<file path="src/rtl/lsu_pipe_ctrl_if.sv">
// AGU command, RAM port and writeback handshake bundle for lsu_pipe_ctrl.
// master: the side issuing commands, modelling the RAM and consuming responses.
// slave:  the LSU controller.
interface lsu_pipe_ctrl_if #(
    parameter int unsigned XLEN   = 32,
    parameter int unsigned RAM_AW = 14
);
    localparam int unsigned NB = XLEN / 8;

    logic              agu_i_valid;
    logic              agu_o_ready;
    logic              agu_i_read;
    logic              agu_i_write;
    logic              agu_i_usign;
    logic [1:0]        agu_i_size;
    logic [XLEN-1:0]   agu_i_addr;
    logic [XLEN-1:0]   agu_i_wdata;

    logic              ram_o_cs;
    logic              ram_o_we;
    logic [NB-1:0]     ram_o_wem;
    logic [RAM_AW-1:0] ram_o_addr;
    logic [XLEN-1:0]   ram_o_wdata;
    logic [XLEN-1:0]   ram_i_rdata;

    logic              wbck_o_valid;
    logic              wbck_i_ready;
    logic [XLEN-1:0]   wbck_o_wdata;
    logic              wbck_o_err;

    modport master (
        output agu_i_valid, agu_i_read, agu_i_write, agu_i_usign, agu_i_size,
               agu_i_addr, agu_i_wdata, ram_i_rdata, wbck_i_ready,
        input  agu_o_ready, ram_o_cs, ram_o_we, ram_o_wem, ram_o_addr,
               ram_o_wdata, wbck_o_valid, wbck_o_wdata, wbck_o_err
    );

    modport slave (
        input  agu_i_valid, agu_i_read, agu_i_write, agu_i_usign, agu_i_size,
               agu_i_addr, agu_i_wdata, ram_i_rdata, wbck_i_ready,
        output agu_o_ready, ram_o_cs, ram_o_we, ram_o_wem, ram_o_addr,
               ram_o_wdata, wbck_o_valid, wbck_o_wdata, wbck_o_err
    );
endinterface

</file>
<file path="src/rtl/lsu_pipe_ctrl.sv">
// Single-outstanding load/store controller between the AGU and a word-wide RAM.
// Optional feature macro: LSU_BYTE_WE_EN -- when defined the RAM honours byte
// write enables and stores are one write cycle; otherwise stores are done as
// read-modify-write with a full-word write.
module lsu_pipe_ctrl #(
    parameter int unsigned XLEN    = 32,
    parameter int unsigned RAM_AW  = 14,
    parameter int unsigned RAM_LAT = 1
) (
    input  logic clk,
    input  logic rst,
    lsu_pipe_ctrl_if.slave bus
);
    localparam int unsigned NB = XLEN / 8;
    localparam int unsigned B  = $clog2(NB);
    localparam int unsigned CW = 3;

    typedef enum logic [2:0] {IDLE, REQ, WAIT, WR, RESP} state_t;

    typedef struct packed {
        logic              write;
        logic              usign;
        logic              err;
        logic [1:0]        size;
        logic [B-1:0]      off;
        logic [RAM_AW-1:0] waddr;
        logic [XLEN-1:0]   wdata;
    } cmd_t;

    state_t            state_q, state_d;
    logic [CW-1:0]     cnt_q, cnt_d;
    cmd_t              cmd_q, cmd_d;

    logic              ram_cs_q, ram_cs_d;
    logic              ram_we_q, ram_we_d;
    logic [NB-1:0]     ram_wem_q, ram_wem_d;
    logic [RAM_AW-1:0] ram_addr_q, ram_addr_d;
    logic [XLEN-1:0]   ram_wdata_q, ram_wdata_d;
    logic              wbck_valid_q, wbck_valid_d;
    logic [XLEN-1:0]   wbck_wdata_q, wbck_wdata_d;
    logic              wbck_err_q, wbck_err_d;

    logic              misalign;
    logic              in_err;
    logic [7:0]        base_mask;
    logic [NB-1:0]     lane_mask;
    logic [XLEN-1:0]   bit_mask;
    logic [XLEN-1:0]   st_data;
    logic [XLEN-1:0]   ld_sh;
    logic [XLEN-1:0]   ld_data;
    logic              unused_addr_hi;

    // Address bits above the RAM window carry no meaning here
    assign unused_addr_hi = ^bus.agu_i_addr[XLEN-1:RAM_AW+B];

    // Reject misaligned, oversize or non-one-hot commands before they reach RAM
    always_comb begin
        misalign = 1'b0;
        case (bus.agu_i_size)
            2'b00:   misalign = 1'b0;
            2'b01:   misalign = bus.agu_i_addr[0];
            2'b10:   misalign = (bus.agu_i_addr[1:0] != 2'b00);
            default: misalign = (XLEN == 32) ? 1'b1 : (bus.agu_i_addr[2:0] != 3'b000);
        endcase
        in_err = misalign | ~(bus.agu_i_read ^ bus.agu_i_write);
    end

    // Lane mask, store alignment and load extraction for the in-flight command
    always_comb begin
        case (cmd_d.size)
            2'b00:   base_mask = 8'h01;
            2'b01:   base_mask = 8'h03;
            2'b10:   base_mask = 8'h0F;
            default: base_mask = 8'hFF;
        endcase
        lane_mask = NB'(base_mask << cmd_d.off);
        for (int i = 0; i < NB; i++) begin
            bit_mask[8*i +: 8] = {8{lane_mask[i]}};
        end
        st_data = cmd_d.wdata << {cmd_d.off, 3'b000};
        ld_sh   = bus.ram_i_rdata >> {cmd_d.off, 3'b000};
        case (cmd_d.size)
            2'b00:   ld_data = cmd_d.usign ? XLEN'(ld_sh[7:0])  : XLEN'($signed(ld_sh[7:0]));
            2'b01:   ld_data = cmd_d.usign ? XLEN'(ld_sh[15:0]) : XLEN'($signed(ld_sh[15:0]));
            2'b10:   ld_data = cmd_d.usign ? XLEN'(ld_sh[31:0]) : XLEN'($signed(ld_sh[31:0]));
            default: ld_data = ld_sh;
        endcase
    end

    // Next state, command capture and next values of the registered outputs
    always_comb begin
        state_d      = state_q;
        cnt_d        = cnt_q;
        cmd_d        = cmd_q;
        ram_cs_d     = 1'b0;
        ram_we_d     = 1'b0;
        ram_wem_d    = '0;
        ram_addr_d   = '0;
        ram_wdata_d  = '0;
        wbck_valid_d = 1'b0;
        wbck_wdata_d = '0;
        wbck_err_d   = 1'b0;

        case (state_q)
            IDLE: begin
                if (bus.agu_i_valid) begin
                    cmd_d.write = bus.agu_i_write;
                    cmd_d.usign = bus.agu_i_usign;
                    cmd_d.err   = in_err;
                    cmd_d.size  = bus.agu_i_size;
                    cmd_d.off   = bus.agu_i_addr[B-1:0];
                    cmd_d.waddr = bus.agu_i_addr[RAM_AW+B-1:B];
                    cmd_d.wdata = bus.agu_i_wdata;
                    state_d     = in_err ? RESP : REQ;
                end
            end
            REQ: begin
                cnt_d = '0;
`ifdef LSU_BYTE_WE_EN
                state_d = cmd_q.write ? RESP : WAIT;
`else
                state_d = WAIT;
`endif
            end
            WAIT: begin
                if (cnt_q == CW'(RAM_LAT - 1)) begin
`ifdef LSU_BYTE_WE_EN
                    state_d = RESP;
`else
                    state_d = cmd_q.write ? WR : RESP;
`endif
                end else begin
                    cnt_d = cnt_q + CW'(1);
                end
            end
            WR:      state_d = RESP;
            RESP:    if (bus.wbck_i_ready) state_d = IDLE;
            default: state_d = IDLE;
        endcase

        case (state_d)
            REQ: begin
                ram_cs_d   = 1'b1;
                ram_addr_d = cmd_d.waddr;
`ifdef LSU_BYTE_WE_EN
                if (cmd_d.write) begin
                    ram_we_d    = 1'b1;
                    ram_wem_d   = lane_mask;
                    ram_wdata_d = st_data;
                end
`endif
            end
            WR: begin
                ram_cs_d    = 1'b1;
                ram_we_d    = 1'b1;
                ram_wem_d   = '1;
                ram_addr_d  = cmd_d.waddr;
                ram_wdata_d = (st_data & bit_mask) | (bus.ram_i_rdata & ~bit_mask);
            end
            RESP: begin
                if (state_q == RESP) begin
                    wbck_valid_d = wbck_valid_q;
                    wbck_wdata_d = wbck_wdata_q;
                    wbck_err_d   = wbck_err_q;
                end else begin
                    wbck_valid_d = 1'b1;
                    wbck_err_d   = cmd_d.err;
                    wbck_wdata_d = (cmd_d.err || cmd_d.write) ? '0 : ld_data;
                end
            end
            default: ;
        endcase
    end

    // State, command and output registers with synchronous reset
    always_ff @(posedge clk) begin
        if (rst) begin
            state_q      <= IDLE;
            cnt_q        <= '0;
            cmd_q        <= '0;
            ram_cs_q     <= 1'b0;
            ram_we_q     <= 1'b0;
            ram_wem_q    <= '0;
            ram_addr_q   <= '0;
            ram_wdata_q  <= '0;
            wbck_valid_q <= 1'b0;
            wbck_wdata_q <= '0;
            wbck_err_q   <= 1'b0;
        end else begin
            state_q      <= state_d;
            cnt_q        <= cnt_d;
            cmd_q        <= cmd_d;
            ram_cs_q     <= ram_cs_d;
            ram_we_q     <= ram_we_d;
            ram_wem_q    <= ram_wem_d;
            ram_addr_q   <= ram_addr_d;
            ram_wdata_q  <= ram_wdata_d;
            wbck_valid_q <= wbck_valid_d;
            wbck_wdata_q <= wbck_wdata_d;
            wbck_err_q   <= wbck_err_d;
        end
    end

    assign bus.agu_o_ready  = (state_q == IDLE);
    assign bus.ram_o_cs     = ram_cs_q;
    assign bus.ram_o_we     = ram_we_q;
    assign bus.ram_o_wem    = ram_wem_q;
    assign bus.ram_o_addr   = ram_addr_q;
    assign bus.ram_o_wdata  = ram_wdata_q;
    assign bus.wbck_o_valid = wbck_valid_q;
    assign bus.wbck_o_wdata = wbck_wdata_q;
    assign bus.wbck_o_err   = wbck_err_q;
endmodule
</file>
<file path="src/flat_wrapper.sv">
// flat-port wrapper written by rule: the top's interface ports become plain ports
module lsu_pipe_ctrl_flat 
#(
    parameter int unsigned XLEN    = 32,
    parameter int unsigned RAM_AW  = 14,
    parameter int unsigned RAM_LAT = 1
)
  (clk, rst, bus_agu_i_valid, bus_agu_i_read, bus_agu_i_write, bus_agu_i_usign, bus_agu_i_size, bus_agu_i_addr, bus_agu_i_wdata, bus_ram_i_rdata, bus_wbck_i_ready, bus_agu_o_ready, bus_ram_o_cs, bus_ram_o_we, bus_ram_o_wem, bus_ram_o_addr, bus_ram_o_wdata, bus_wbck_o_valid, bus_wbck_o_wdata, bus_wbck_o_err);
  lsu_pipe_ctrl_if #(.XLEN(XLEN), .RAM_AW(RAM_AW)) bus_i ();
  input  logic clk;
  input  logic rst;
  input wire logic [$bits(bus_i.agu_i_valid)-1:0] bus_agu_i_valid;
  input wire logic [$bits(bus_i.agu_i_read)-1:0] bus_agu_i_read;
  input wire logic [$bits(bus_i.agu_i_write)-1:0] bus_agu_i_write;
  input wire logic [$bits(bus_i.agu_i_usign)-1:0] bus_agu_i_usign;
  input wire logic [$bits(bus_i.agu_i_size)-1:0] bus_agu_i_size;
  input wire logic [$bits(bus_i.agu_i_addr)-1:0] bus_agu_i_addr;
  input wire logic [$bits(bus_i.agu_i_wdata)-1:0] bus_agu_i_wdata;
  input wire logic [$bits(bus_i.ram_i_rdata)-1:0] bus_ram_i_rdata;
  input wire logic [$bits(bus_i.wbck_i_ready)-1:0] bus_wbck_i_ready;
  output wire logic [$bits(bus_i.agu_o_ready)-1:0] bus_agu_o_ready;
  output wire logic [$bits(bus_i.ram_o_cs)-1:0] bus_ram_o_cs;
  output wire logic [$bits(bus_i.ram_o_we)-1:0] bus_ram_o_we;
  output wire logic [$bits(bus_i.ram_o_wem)-1:0] bus_ram_o_wem;
  output wire logic [$bits(bus_i.ram_o_addr)-1:0] bus_ram_o_addr;
  output wire logic [$bits(bus_i.ram_o_wdata)-1:0] bus_ram_o_wdata;
  output wire logic [$bits(bus_i.wbck_o_valid)-1:0] bus_wbck_o_valid;
  output wire logic [$bits(bus_i.wbck_o_wdata)-1:0] bus_wbck_o_wdata;
  output wire logic [$bits(bus_i.wbck_o_err)-1:0] bus_wbck_o_err;
  assign bus_i.agu_i_valid = bus_agu_i_valid;
  assign bus_i.agu_i_read = bus_agu_i_read;
  assign bus_i.agu_i_write = bus_agu_i_write;
  assign bus_i.agu_i_usign = bus_agu_i_usign;
  assign bus_i.agu_i_size = bus_agu_i_size;
  assign bus_i.agu_i_addr = bus_agu_i_addr;
  assign bus_i.agu_i_wdata = bus_agu_i_wdata;
  assign bus_i.ram_i_rdata = bus_ram_i_rdata;
  assign bus_i.wbck_i_ready = bus_wbck_i_ready;
  assign bus_agu_o_ready = bus_i.agu_o_ready;
  assign bus_ram_o_cs = bus_i.ram_o_cs;
  assign bus_ram_o_we = bus_i.ram_o_we;
  assign bus_ram_o_wem = bus_i.ram_o_wem;
  assign bus_ram_o_addr = bus_i.ram_o_addr;
  assign bus_ram_o_wdata = bus_i.ram_o_wdata;
  assign bus_wbck_o_valid = bus_i.wbck_o_valid;
  assign bus_wbck_o_wdata = bus_i.wbck_o_wdata;
  assign bus_wbck_o_err = bus_i.wbck_o_err;
  lsu_pipe_ctrl #(.XLEN(XLEN), .RAM_AW(RAM_AW), .RAM_LAT(RAM_LAT)) u_core (.clk(clk), .rst(rst), .bus(bus_i));
endmodule
</file>
<file path="config.mk">
export PLATFORM = sky130hd
export DESIGN_NAME = lsu_pipe_ctrl_flat
export DESIGN_NICKNAME = d
export VERILOG_FILES = /design/src/rtl/lsu_pipe_ctrl_if.sv /design/src/rtl/lsu_pipe_ctrl.sv /design/src/flat_wrapper.sv
export SDC_FILE = /design/constraint.sdc
export NUM_CORES = 1
export LEC_CHECK = 0
export ABC_CLOCK_PERIOD_IN_PS = 3740
export CORE_MARGIN = 1.5
export CORE_UTILIZATION = 51
export DETAILED_ROUTE_END_ITERATION = 7
export PLACE_DENSITY = 0.86
export SETUP_SLACK_MARGIN = 0.05
export SKIP_CTS_REPAIR_TIMING = 1
export SYNTH_ARGS = -nofsm -noshare
export SYNTH_HDL_FRONTEND = slang
export SYNTH_SLANG_ARGS = --single-unit
</file>
<file path="constraint.sdc">
create_clock -name clk -period 3.74 [get_ports clk]
set_input_delay 0.748 -clock clk [delete_from_list [all_inputs] [get_ports clk]]
set_output_delay 0.748 -clock clk [all_outputs]
set_load 0.01 [all_outputs]
</file>
; Word-level counts from Yosys, hierarchy flattened
; Cells that the tools add are included.
[op_classes]
n_bitwise = 10
shift = 3
n_mux = 19
n_eq_ne = 12
addsub = 1
reduce_logical = 12
[op_table]
columns = cell, count
row1 = two-way mux 53 bit, 2
row2 = two-way mux 32 bit, 3
row3 = AND 32 bit, 2
row4 = case mux 32 bit (2 select lines), 1
row5 = NOT 32 bit, 1
row6 = bitwise OR 32 bit, 1
row7 = left shift 32 x 5 -> 32 bit, 1
row8 = >> shifter 32 x 5 -> 32 bit, 1
row9 = case mux 8 bit (3 select lines), 1
row10 = two-way mux 3 bit, 6
row11 = case mux 3 bit (5 select lines), 1
row12 = "equality test 3 x 2 -> 1 bit, second input constant", 3
row13 = OR reduction 2 bit, 4
row14 = left shift 8 x 2 -> 4 bit, 1
row15 = "equality test 3 x 1 -> 1 bit, second input constant", 2
row16 = "equality test 3 bit, second input constant", 2
row17 = logical NOT 3 bit, 2
row18 = case mux 3 bit (2 select lines), 1
row19 = "equality test 2 x 1 -> 1 bit, second input constant", 2
row20 = "equality test 2 bit, second input constant", 2
row21 = logical NOT 2 bit, 2
row22 = two-way mux 4 bit, 1
row23 = NOT 1 bit, 4
row24 = nonzero test 2 bit, 2
row25 = 8 further kinds, 9
[word_totals]
word_cells = 74
register_bits = 145
input_bits = 105

; Longest topological paths before layout
; Gate-level depths: netlist of the first run.
[depth]
depth_word = 11
mapped_depth = 9
depth_no_buf = 8

; Least setup slack after synthesis of the first run
; Ideal clock, no wire load.
[synth_timing]
path_kind = input-to-reg
startpoint = input port bus_agu_i_valid
endpoint = register u_core.wbck_wdata_q[0], in the netlist u_core.bus.wbck_o_wdata[0]
stages = 6
t_arrival_ns = 2.647
setup_slack_ns = 0.976
cell_sequence = nor4b_4 > mux2i_1 > clkbuf_1 > mux2i_1 > nand2_1 > a32o_1
[synth_between]
elab_chain_cells = 6
elab_cells_between_ends = 15
cone_classes = eq/ne (2) / shift (1) / mux (8) / bitwise (1) / reduce/logical (3)
[synth_lines]
columns = element, line_no
row1 = start: declaration, flat_wrapper.sv:12  ; input wire logic [$bits(bus_i.agu_i_valid)-1:0] bus_agu_i_valid;
row2 = two-way mux 53 bit, lsu_pipe_ctrl.sv:106  ; if (bus.agu_i_valid) begin
row3 = two-way mux 53 bit, lsu_pipe_ctrl.sv:104  ; case (state_q)
row4 = >> shifter 32 x 5 -> 32 bit, lsu_pipe_ctrl.sv:81  ; ld_sh = bus.ram_i_rdata >> {cmd_d.off, 3'b000};
row5 = two-way mux 32 bit (on tied branches), "lsu_pipe_ctrl.sv:84, lsu_pipe_ctrl.sv:83"
row6 = case mux 32 bit (2 select lines), lsu_pipe_ctrl.sv:82  ; case (cmd_d.size)
row7 = two-way mux 32 bit, lsu_pipe_ctrl.sv:168  ; wbck_wdata_d = (cmd_d.err || cmd_d.write) ? '0 : ld_data;
row8 = end signal: assignment, lsu_pipe_ctrl.sv:199  ; wbck_wdata_q <= wbck_wdata_d;
row9 = end: declaration, lsu_pipe_ctrl.sv:40  ; logic [XLEN-1:0] wbck_wdata_q, wbck_wdata_d;
; Several ways; a longest one is shown, not always the timed one.
; A chain may end at the register's enable or synchronous reset.

; Worst setup path after layout of the first run
[layout_timing]
startpoint = input port bus_agu_i_valid
endpoint = register u_core.wbck_wdata_q[25], in the netlist u_core.bus.wbck_o_wdata[25]
; Same word-level chain as after synthesis.

==> out/qor.csv, run 1 <==
metric;value;unit
largest cells by area after synthesis;sky130_fd_sc_hd__dfxtp_1, sky130_fd_sc_hd__mux2i_1, sky130_fd_sc_hd__nor2_1;
share of total power in the clock network;42.8;%
setup repair after global routing missed its margin;no;
Yosys reg bits;141;
Switch Pwr;0.00119;W
Final nets;989;
final critical-path share of the clock period;82.9;%
required time reported for the critical path endpoint;4.08;ns
via count of the routed design;6373;
largest net degree at the start of global routing;57;
count of distinct cell types in the synthesized netlist;55;
Site Rows;40;
hold endpoint;u_core.cmd_q[31]$_SDFF_PP0_;
Bufs on Longest Clock Path;2;
fraction of layout instances using a drive strength above 1;7.72;%
reported leakage power;3.43;nW
Hold Violations, Final;0;
antenna violations before repair;0;
layout overhead on the synthesized area;39.1;%
die extent in x;115;µm
CTS root buffer;sky130_fd_sc_hd__clkbuf_16;
post-synthesis async set-or-reset flop share;0;%
Avg Inst Size Synth;8.79;µm²
cell type with the highest aggregate area in the netlist;sky130_fd_sc_hd__dfxtp_1;
internal power of the cells;0.00316;W
routability cong.;0.967;
part of the power in registers;37.2;%
average wire per standard cell;19.5;µm
worst min path class;reg -> reg;
max-capacitance violation count;0;
Worst R2R Start;u_core.state_q[2]$_SDFF_PP0_;
CP Class;in -> reg;
CORE AREA;0.0121;mm²
worst-path maximum fanout;16;
worst setup slack after layout;0.638;ns
most numerous cell in the Yosys netlist;sky130_fd_sc_hd__dfxtp_1;
arrival time reported for the critical path endpoint;3.44;ns
slew at the pin closest to its max-slew limit;0.693;ns
cells after synthesis;725;
setup violation total in the final timing report;0;
cell area power density;490;mW/mm²
sink count of the clock tree;141;
flop-to-flop setup slack;0.92;ns
later-pin clock latency in the skew report;0.43;ns
effective utilization at floorplan;52.6;%
FF-to-FF End;u_core.bus.wbck_o_wdata[25]$_SDFFE_PP0P_;
antenna-violating nets left;0;
dominant synthesized flop cell;sky130_fd_sc_hd__dfxtp_1;
clock-pin slew of the registers on the worst-case setup and hold paths;0.06;ns
leading cell types by count after synthesis;sky130_fd_sc_hd__dfxtp_1, sky130_fd_sc_hd__nor2_1, sky130_fd_sc_hd__nand2_1;
per-cell via count in the routed design;6.00;
number of CTS-inserted buffers;17;
clock period minus worst slack;3.10;ns
H-tree Lvls;4;
number of nets in the synthesized netlist;832;
Congestion Overflow GR;0;
via count of the first global-routing pass;6182;
pins over their slew limit;0;
Die Y-Extent;115;µm
Boundary Pins;192;
final cell utilization of the core;73.2;%
Gate power share;20.1;%
startpoint class of the critical path;input port;
area of the die;0.0132;mm²
Initial DRT Pass Iterations;7;
Post-synth EDFFs;0;
area share of the largest cell type after synthesis;44.3;%
run status;finished, final reports clean;
relative slew slack;52.6;%
total number of yosys warnings;0;
mapped cell area;0.00637;mm²
start point of the worst hold path;u_core.cmd_q[31]$_SDFF_PP0_;
placement-stage worst setup slack;0.242;ns
element type at the critical path end;flip-flop;
Routed WL;20700;µm
I/O Buffers;175;
remaining design rule violation count;0;
Clock Skews;0.00714;ns
final antenna diode count;0;
number of DRC markers in iteration 0;659;
share of total power consumed by net switching;27.4;%
beginning of the critical path;bus_agu_i_valid;
IR Drop Worst-Case VDD;0.000320;V
Setup TNS Final;0;ns
wire length of the first global-routing pass;32500;µm
path depth of the worst reg2reg path;7;
post-synthesis sequential area ratio;44.3;%
clock tree from TritonCTS;built;
cell depth of the worst hold path;2;
achievable frequency;0.322;GHz
Post-DP HPWL;15000;µm
gr usage total;32.0;%
[cells by family (layout without fill, tap and decap cells)]
group	count (synthesis)	in the layout	share of synthesized area, %
AND/OR/NAND/NOR	254	254	18.0
AO/OA/AOI/OAI	176	176	19.0
flip-flops	141	141	44.3
multiplexers	82	82	13.2
buffers and inverters	69	238	5.06
adder cells (fa/ha/maj)	2	2	0.392
XOR/XNOR	1	1	0.137
[power groups by stage]
stage	registers, W	clock network [W]	logic (W)
2_1_floorplan	0.00164	0	0.000531
3_3_place_gp	0.00164	0	0.000814
3_5_place_dp	0.00165	0	0.000839
4_1_cts	0.00161	0.00186	0.000852
5_1_grt	0.00162	0.00194	0.000933
6_report	0.00162	0.00186	0.000873
[per-layer routing]
metal	global-route usage [%]	wire [µm]	part of all wire [%]
met1	38.1	7930	38
met5	0	0	0
met2	53.0	9750	47
met3	9.49	2240	11
met4	15.7	808	3.9
[flip-flops by register name, summed over array words and instances, names as in the netlist]
register and cells:
u_core.bus.ram_o_addr 14, u_core.bus.ram_o_cs 1, u_core.bus.ram_o_wdata 32, u_core.bus.ram_o_wem 1, u_core.bus.wbck_o_err 1, u_core.bus.wbck_o_valid 1, u_core.bus.wbck_o_wdata 32, u_core.cmd_q 53
u_core.cnt_q 3, u_core.state_q 3
[layout by cell type (no fill, tap or decap), drive strengths merged, types with 4 or more instances in the layout]
| cell type | n |
|---|---|
| a211oi | 37 |
| a21oi | 49 |
| a221oi | 16 |
| a22oi | 9 |
| a2bb2oi | 8 |
| a31oi | 7 |
| a32o | 7 |
| and3 | 7 |
| buf | 22 |
| bufinv | 5 |
| clkbuf | 21 |
| clkdlybuf4s50 | 174 |
| clkinv | 4 |
| dfxtp | 141 |
| inv | 12 |
| mux2 | 4 |
| mux2i | 78 |
| nand2 | 90 |
| nand2b | 6 |
| nand3 | 11 |
| nor2 | 105 |
| nor2b | 13 |
| nor3 | 7 |
| nor3b | 4 |
| o21ai | 25 |
[worst max-delay path by stage]
stage / end / cells after the start / slack [ns]
6_report: u_core.bus.wbck_o_wdata[25]$_SDFFE_PP0P_ / 8 / 0.64
5_1_grt: u_core.bus.wbck_o_wdata[25]$_SDFFE_PP0P_ / 8 / 0.45
4_1_cts: u_core.bus.wbck_o_wdata[25]$_SDFFE_PP0P_ / 8 / 0.68
3_5_place_dp: u_core.bus.wbck_o_wdata[25]$_SDFFE_PP0P_ / 8 / 0.24
3_3_place_gp: u_core.bus.ram_o_wdata[22]$_SDFF_PP0_ / 8 / 0.43
2_1_floorplan: u_core.bus.wbck_o_wdata[0]$_SDFFE_PP0P_ / 6 / 0.98
[per-stage QoR]
stage	cell area [µm²]	total power [W]	hold WS, ns	std cells
2_1_floorplan	6370	0.00217	0.432	725
3_3_place_gp	8220	0.00245	0.439	1031
3_5_place_dp	8220	0.00248	0.449	1031
4_1_cts	8870	0.00433	0.457	1062
5_1_grt	8870	0.00449	0.486	1062
6_report	8870	0.00435	0.456	1062
[worst max-delay path, cell delays in order]
cell                              delay (ns)
sky130_fd_sc_hd__clkdlybuf4s50_1        0.51
sky130_fd_sc_hd__nor4b_4                0.23
sky130_fd_sc_hd__buf_4                  0.30
sky130_fd_sc_hd__o211ai_1               0.22
sky130_fd_sc_hd__o31a_1                 0.46
sky130_fd_sc_hd__nor2_4                 0.27
sky130_fd_sc_hd__nand3_1                0.45
sky130_fd_sc_hd__o21ai_1                0.24
[cell type report]
cell class              count  area (µm²)
clock buffers              21         460
well taps                 168         210
fillers                   896        3240
inverters                  11        41.3
flip-flops and latches    141        2820
multi-input cells         515        3240
repair buffers            196        1900
clock inverters            10         186
(Power assumes the default switching activity.)
==> inputs of run 2 (changes only) <==
Settings changed: ABC_CLOCK_PERIOD_IN_PS 3740 to 2800, CORE_UTILIZATION 51 to 43, PLACE_DENSITY 0.86 to 0.77.
Clock period 3.74 ns to 2.8 ns, I/O delays scaled along.
==> run 2 against run 1 <==
  * Global-route usage fell by 6.2 points
  * Sequential power rose by 33%
  * Non-clock buffer count rose by 63
  * Design area rose by 5.2%
  * Via count fell by 1.8%
  * Wire length fell by 4.2%
  * Critical path depth did not move
  * Register-to-register slack got worse by 0.56 ns
  * Combinational power rose by 51%
  * Highest routed layer unchanged
  * Critical path type unchanged
==> out/qor.csv, run 2 (synthesized netlist as in run 1, its figures left out) <==
metric;value;unit
run status;finished, final reports clean;
IR Drop Worst-Case VDD;0.000448;V
fraction of layout instances using a drive strength above 1;14.0;%
via count of the first global-routing pass;5909;
total of fill cells in the finished design;1211;
CP Class;in -> reg;
Post-DP HPWL;14800;µm
pins over their slew limit;0;
Initial DRT Pass Iterations;5;
per-cell via count in the routed design;5.48;
most used cells in the layout excluding fill and tap cells;sky130_fd_sc_hd__clkdlybuf4s50_1, sky130_fd_sc_hd__dfxtp_1, sky130_fd_sc_hd__nor2_1, sky130_fd_sc_hd__nand2_1, sky130_fd_sc_hd__buf_4;
clock tree from TritonCTS;built;
H-tree Lvls;4;
cell area power density;601;mW/mm²
Bufs on Longest Clock Path;2;
final antenna diode count;0;
required time reported for the critical path endpoint;3.12;ns
via count of the routed design;6257;
Hold Violations, Final;0;
Post-Layout Cell Count;1141;
relative slew slack;56.6;%
antenna-violating nets left;0;
sink count of the clock tree;141;
area of the multi-input gates;0.00325;mm²
effective utilization at floorplan;44.0;%
Final nets;1052;
slew at the pin closest to its max-slew limit;0.651;ns
worst setup slack after layout;0.244;ns
later-pin clock latency in the skew report;0.43;ns
wire length of the first global-routing pass;31600;µm
Sequential cell area;0.00282;mm²
Largest Register;u_core.cmd_q;
final critical-path share of the clock period;91.3;%
element type at the critical path end;flip-flop;
area of the die;0.0156;mm²
Site Rows;44;
clock-pin slew of the registers on the worst-case setup and hold paths;0.06;ns
Cell Count Post-Placement;1110;
leading cell type in the layout, fill and taps excluded;sky130_fd_sc_hd__clkdlybuf4s50_1;
Post-Route Hold Slack;0.454;ns
worst min path class;reg -> reg;
reported leakage power;3.71;nW
number of CTS-inserted buffers;17;
Routed WL;19900;µm
Congestion Overflow GR;0;
arrival time reported for the critical path endpoint;2.87;ns
Boundary Pins;192;
remaining design rule violation count;0;
average wire per standard cell;17.4;µm
antenna violations before repair;0;
largest net degree at the start of global routing;57;
layout overhead on the synthesized area;46.4;%
CORE AREA;0.0145;mm²
setup violation total in the final timing report;0;
number of DRC markers in iteration 0;559;
flop-to-flop setup slack;0.36;ns
routability cong.;0.927;
CTS root buffer;sky130_fd_sc_hd__clkbuf_16;
final cell utilization of the core;64.4;%
clock period minus worst slack;2.56;ns
I/O Buffers;175;
die extent in x;125;µm
achievable frequency;0.391;GHz
Clock Skews;0.00665;ns
gr usage total;25.8;%
placement-stage worst setup slack;-0.173;ns
max-capacitance violation count;0;
Die Y-Extent;125;µm
setup repair after global routing missed its margin;no;
startpoint class of the critical path;input port;
worst-path maximum fanout;8;
max reg flops;53;
[run 2: final timing paths]
kind | from | to | depth (start not counted)
min | u_core.cmd_q[31]$_SDFF_PP0_ | u_core.cmd_q[31]$_SDFF_PP0_ | 2
max reg2reg | u_core.state_q[2]$_SDFF_PP0_ | u_core.bus.ram_o_wdata[30]$_SDFF_PP0_ | 7
max | bus_agu_i_valid | u_core.bus.ram_o_wdata[30]$_SDFF_PP0_ | 8
min reg2reg | u_core.cmd_q[31]$_SDFF_PP0_ | u_core.cmd_q[31]$_SDFF_PP0_ | 2
[run 2: critical path, stage by stage]
cell and delay (ns):
sky130_fd_sc_hd__clkdlybuf4s50_1 0.51, sky130_fd_sc_hd__nor4b_4 0.21, sky130_fd_sc_hd__buf_4 0.22, sky130_fd_sc_hd__mux2_2 0.44, sky130_fd_sc_hd__buf_4 0.17, sky130_fd_sc_hd__a211oi_1 0.33, sky130_fd_sc_hd__a21oi_1 0.09, sky130_fd_sc_hd__a211oi_1 0.33
[run 2: layer usage]
| metal | part of all wire, % | vias to the layer above | global-route usage, % | wire (µm) |
|---|---|---|---|---|
| li1 | - | 3014 | - | - |
| met1 | 44 | 2920 | 34.0 | 8840 |
| met2 | 45 | 277 | 40.1 | 8950 |
| met3 | 7.2 | 46 | 5.93 | 1430 |
| met4 | 3.3 | 0 | 11.5 | 647 |
| met5 | 0 | - | 0 | 0 |
[run 2: stage by stage]
stage,setup TNS [ns],cell area [µm²],total power (W)
CTS,0,9320,0.00561
detailed placement,-4.26,8770,0.00349
global route,0,9330,0.00582
global placement,-3.75,8770,0.00348
finish,0,9330,0.00560
floorplan,0,6370,0.00290
[run 2: final cells by class]
class / instances / share of cell area (%)
repair buffers: 259 / 26.1
clock inverters: 11 / 1.01
flip-flops and latches: 141 / 30.3
inverters: 11 / 0.443
multi-input cells: 515 / 34.8
clock buffers: 20 / 4.89
well taps: 184 / 2.47
[run 2: where the power goes]
group	internal [W]	switching (W)
sequential	0.00210	0.0000574
clock	0.00126	0.000866
combinational	0.000636	0.000689
==> RTL change (settings of run 2) <==
`XLEN` is set to 32 in 3 places; all go to 128.
--- a/src/rtl/lsu_pipe_ctrl_if.sv
+++ b/src/rtl/lsu_pipe_ctrl_if.sv
@@ -2,7 +2,7 @@
 // master: the side issuing commands, modelling the RAM and consuming responses.
 // slave:  the LSU controller.
 interface lsu_pipe_ctrl_if #(
-    parameter int unsigned XLEN   = 32,
+    parameter int unsigned XLEN   = 128,
     parameter int unsigned RAM_AW = 14
 );
     localparam int unsigned NB = XLEN / 8;
--- a/src/rtl/lsu_pipe_ctrl.sv
+++ b/src/rtl/lsu_pipe_ctrl.sv
@@ -3,7 +3,7 @@
 // write enables and stores are one write cycle; otherwise stores are done as
 // read-modify-write with a full-word write.
 module lsu_pipe_ctrl #(
-    parameter int unsigned XLEN    = 32,
+    parameter int unsigned XLEN    = 128,
     parameter int unsigned RAM_AW  = 14,
     parameter int unsigned RAM_LAT = 1
 ) (
--- a/src/flat_wrapper.sv
+++ b/src/flat_wrapper.sv
@@ -1,7 +1,7 @@
 // flat-port wrapper written by rule: the top's interface ports become plain ports
 module lsu_pipe_ctrl_flat 
 #(
-    parameter int unsigned XLEN    = 32,
+    parameter int unsigned XLEN    = 128,
     parameter int unsigned RAM_AW  = 14,
     parameter int unsigned RAM_LAT = 1
 )
Ports: changed (6 resized); port bits go from 192 to 684. No check against the original RTL was run, so the function may have changed too.
==> RTL change against run 2 <==
  * The flow now finishes with violations (setup timing)
  * Clock skew grew 42 ps
  * Routed wire length rose to 7.3 times the old value
  * Via count rose to 5.1 times the old value
  * Hold slack worse by 230 ps
  * Non-clock buffer count up 1078
  * Synthesized area grew to 4.0 times the old value
  * Sequential cell count is 282 higher
  * Worst setup slack got worse by 540 ps
  * Maximum frequency down 17%
  * Final area increased to 4.3 times the old value
  * Combinational power increased to 7.2 times the old value
  * Power increased to 4.0 times the old value
  * Synthesized cell count grew to 4.5 times the old value
  * Critical endpoint is now u_core.bus.wbck_o_wdata[84]
  * Largest power group is now combinational cells
  * Highest routed layer is now met5
==> RTL change: results (changes against run 2) <==
metric	value	unit	change
Num CTS Buffers	47		+30
first-pass GRT wire length	199.6	mm	+530%
first-pass detailed-route iteration total	7		+2
GRT Total Usage	0.4508		+0.1932
Crit Path Max Fanout	9		+1
DR WL/cell	28.12	um	+62%
clock buffer depth	3		+1
Biggest register	u_core.cmd_q		
DP Wirelength	112.9	mm	+660%
IO buf count	565		+220%
Initial DRC Count	4528		+710%
LEAKAGE	16.71	nW	+350%
Routed WL	144.7	mm	+630%
vias per cell	6.207		+13%
Clock transition at path regs	70	ps	
Largest register FFs	143		+170%
DP Area	36790	um2	+320%
top cells by instance count after synthesis	628 x nand2_1, 423 x dfxtp_1, 420 x mux2i_1		
syn nets	3639		+340%
Yosys cell types	74		+35%
worst vdd ir	0.4590	mV	+2.3%
met1 usage	0.5867		+0.2467
met3 usage	0.1117		+0.05246
post-synthesis sequential area ratio	0.3355		-0.1073
Most used DFF post-synth	dfxtp_1		
clock latency on the worst-skew pair	620	ps	+190 ps
clk_skew	48.51	ps	+41.87 ps
largest cells by area after synthesis	dfxtp_1 34%, mux2i_1 17%, nand2_1 9.3%, a21oi_1 7.5%, nor2_1 5.0%		
setup ws final	-293.0	ps	-537.1 ps
Ys Warns	0		unchanged
pin count of the biggest net entering global routing	142		+150%
Final setup violation count	240		+240
Slew headroom	0.4514		-0.1148
vias in the first global route	28790		+390%
failing checks	setup timing		
data arrival time of the worst path	3600	ps	+730 ps
status	finished with violations		
cell count after placement	4983		+350%
Gate Count Post-Synth	3244		+350%
CTS root buf	clkbuf_16		
layout cells sized above 1	0.2549		+0.1148
ys async rst share	0		unchanged
Hold Crit Class	input port to flop		
H-Tree Depth	2		-2
Routability Congestion	1.073		+16%
fin nets	4732		+350%
met2 Resource Use GR	0.6895		+0.2884
initial antenna violation count	14		+14
## RTL change: cell families after synthesis
group / share of synthesized area
adders and majority gates: 0.001388
DFF: 0.3355
AOI/OAI and AO/OA: 0.2331
xor gates and xnor gates: 0.0003471
buffers and inverters: 0.05424
muxes: 0.2017
and+or+nand+nor: 0.1737
## RTL change: layout make-up
cell class | count | area [um2]
Timing Repair Buffer | 1337 | 12640
Sequential cell | 423 | 8479
Inverter | 14 | 52.55
Tap cell | 765 | 957.2
Multi-Input combinational cell | 2514 | 16300
Antenna cell | 9 | 22.52
Fill cell | 4681 | 17760
Clock buffer | 60 | 1316
Clock inverter | 23 | 272.8
## RTL change: stage by stage
stage          setup TNS (ps)  worst slack, ps  utilization  total power (W)
3_3_place_gp          -199370            -1040       0.6364          0.01492
2_1_floorplan           -1157           -66.00            -          0.01035
6_report               -41920           -293.0       0.6927          0.02253
3_5_place_dp          -212750            -1109       0.6364          0.01495
4_1_cts                -53870           -480.6       0.6639          0.02142
5_1_grt                -59940           -381.5       0.6924          0.02299
## RTL change: report_power, final
group | total, W | switching (W) | internal (W) | leakage, nW
logic | 0.00946 | 0.00530 | 0.00416 | 12.5
registers | 0.00649 | 0.000211 | 0.00628 | 3.44
clock network | 0.00657 | 0.00278 | 0.00379 | 0.790
total | 0.0225 | 0.00830 | 0.0142 | 16.7
## RTL change: worst max-delay path, stage by stage (launching register included)
cell       delay, ps
dfxtp_4          370
nor4b_4          310
buf_4            180
buf_8            140
buf_12           110
mux2i_4          330
buf_6            150
nand2_2           50
a32oi_2          230
a21oi_2          100
nor4_2           310
buf_4            180
o21ai_4           60
buf_12           170
clkbuf_16        170
o21ai_0          160
## RTL change: per-layer routing
metal	up-vias	part of all wire
met5	-	0.00048
met4	10	0.066
met3	544	0.13
met2	2518	0.43
met1	15080	0.38
li1	13780	-
## RTL change: path summary, 6_finish.rpt
path | startpoint | endpoint | slack (ps) | cells after the start
max reg2reg | u_core.state_q[2] | u_core.bus.wbck_o_wdata[84] | -290 | 15
min | rst | u_core.cmd_q[150] | 220 | 2
min reg2reg | u_core.bus.wbck_o_wdata[67] | u_core.bus.wbck_o_wdata[67] | 450 | 2
max | u_core.state_q[2] | u_core.bus.wbck_o_wdata[84] | -290 | 15
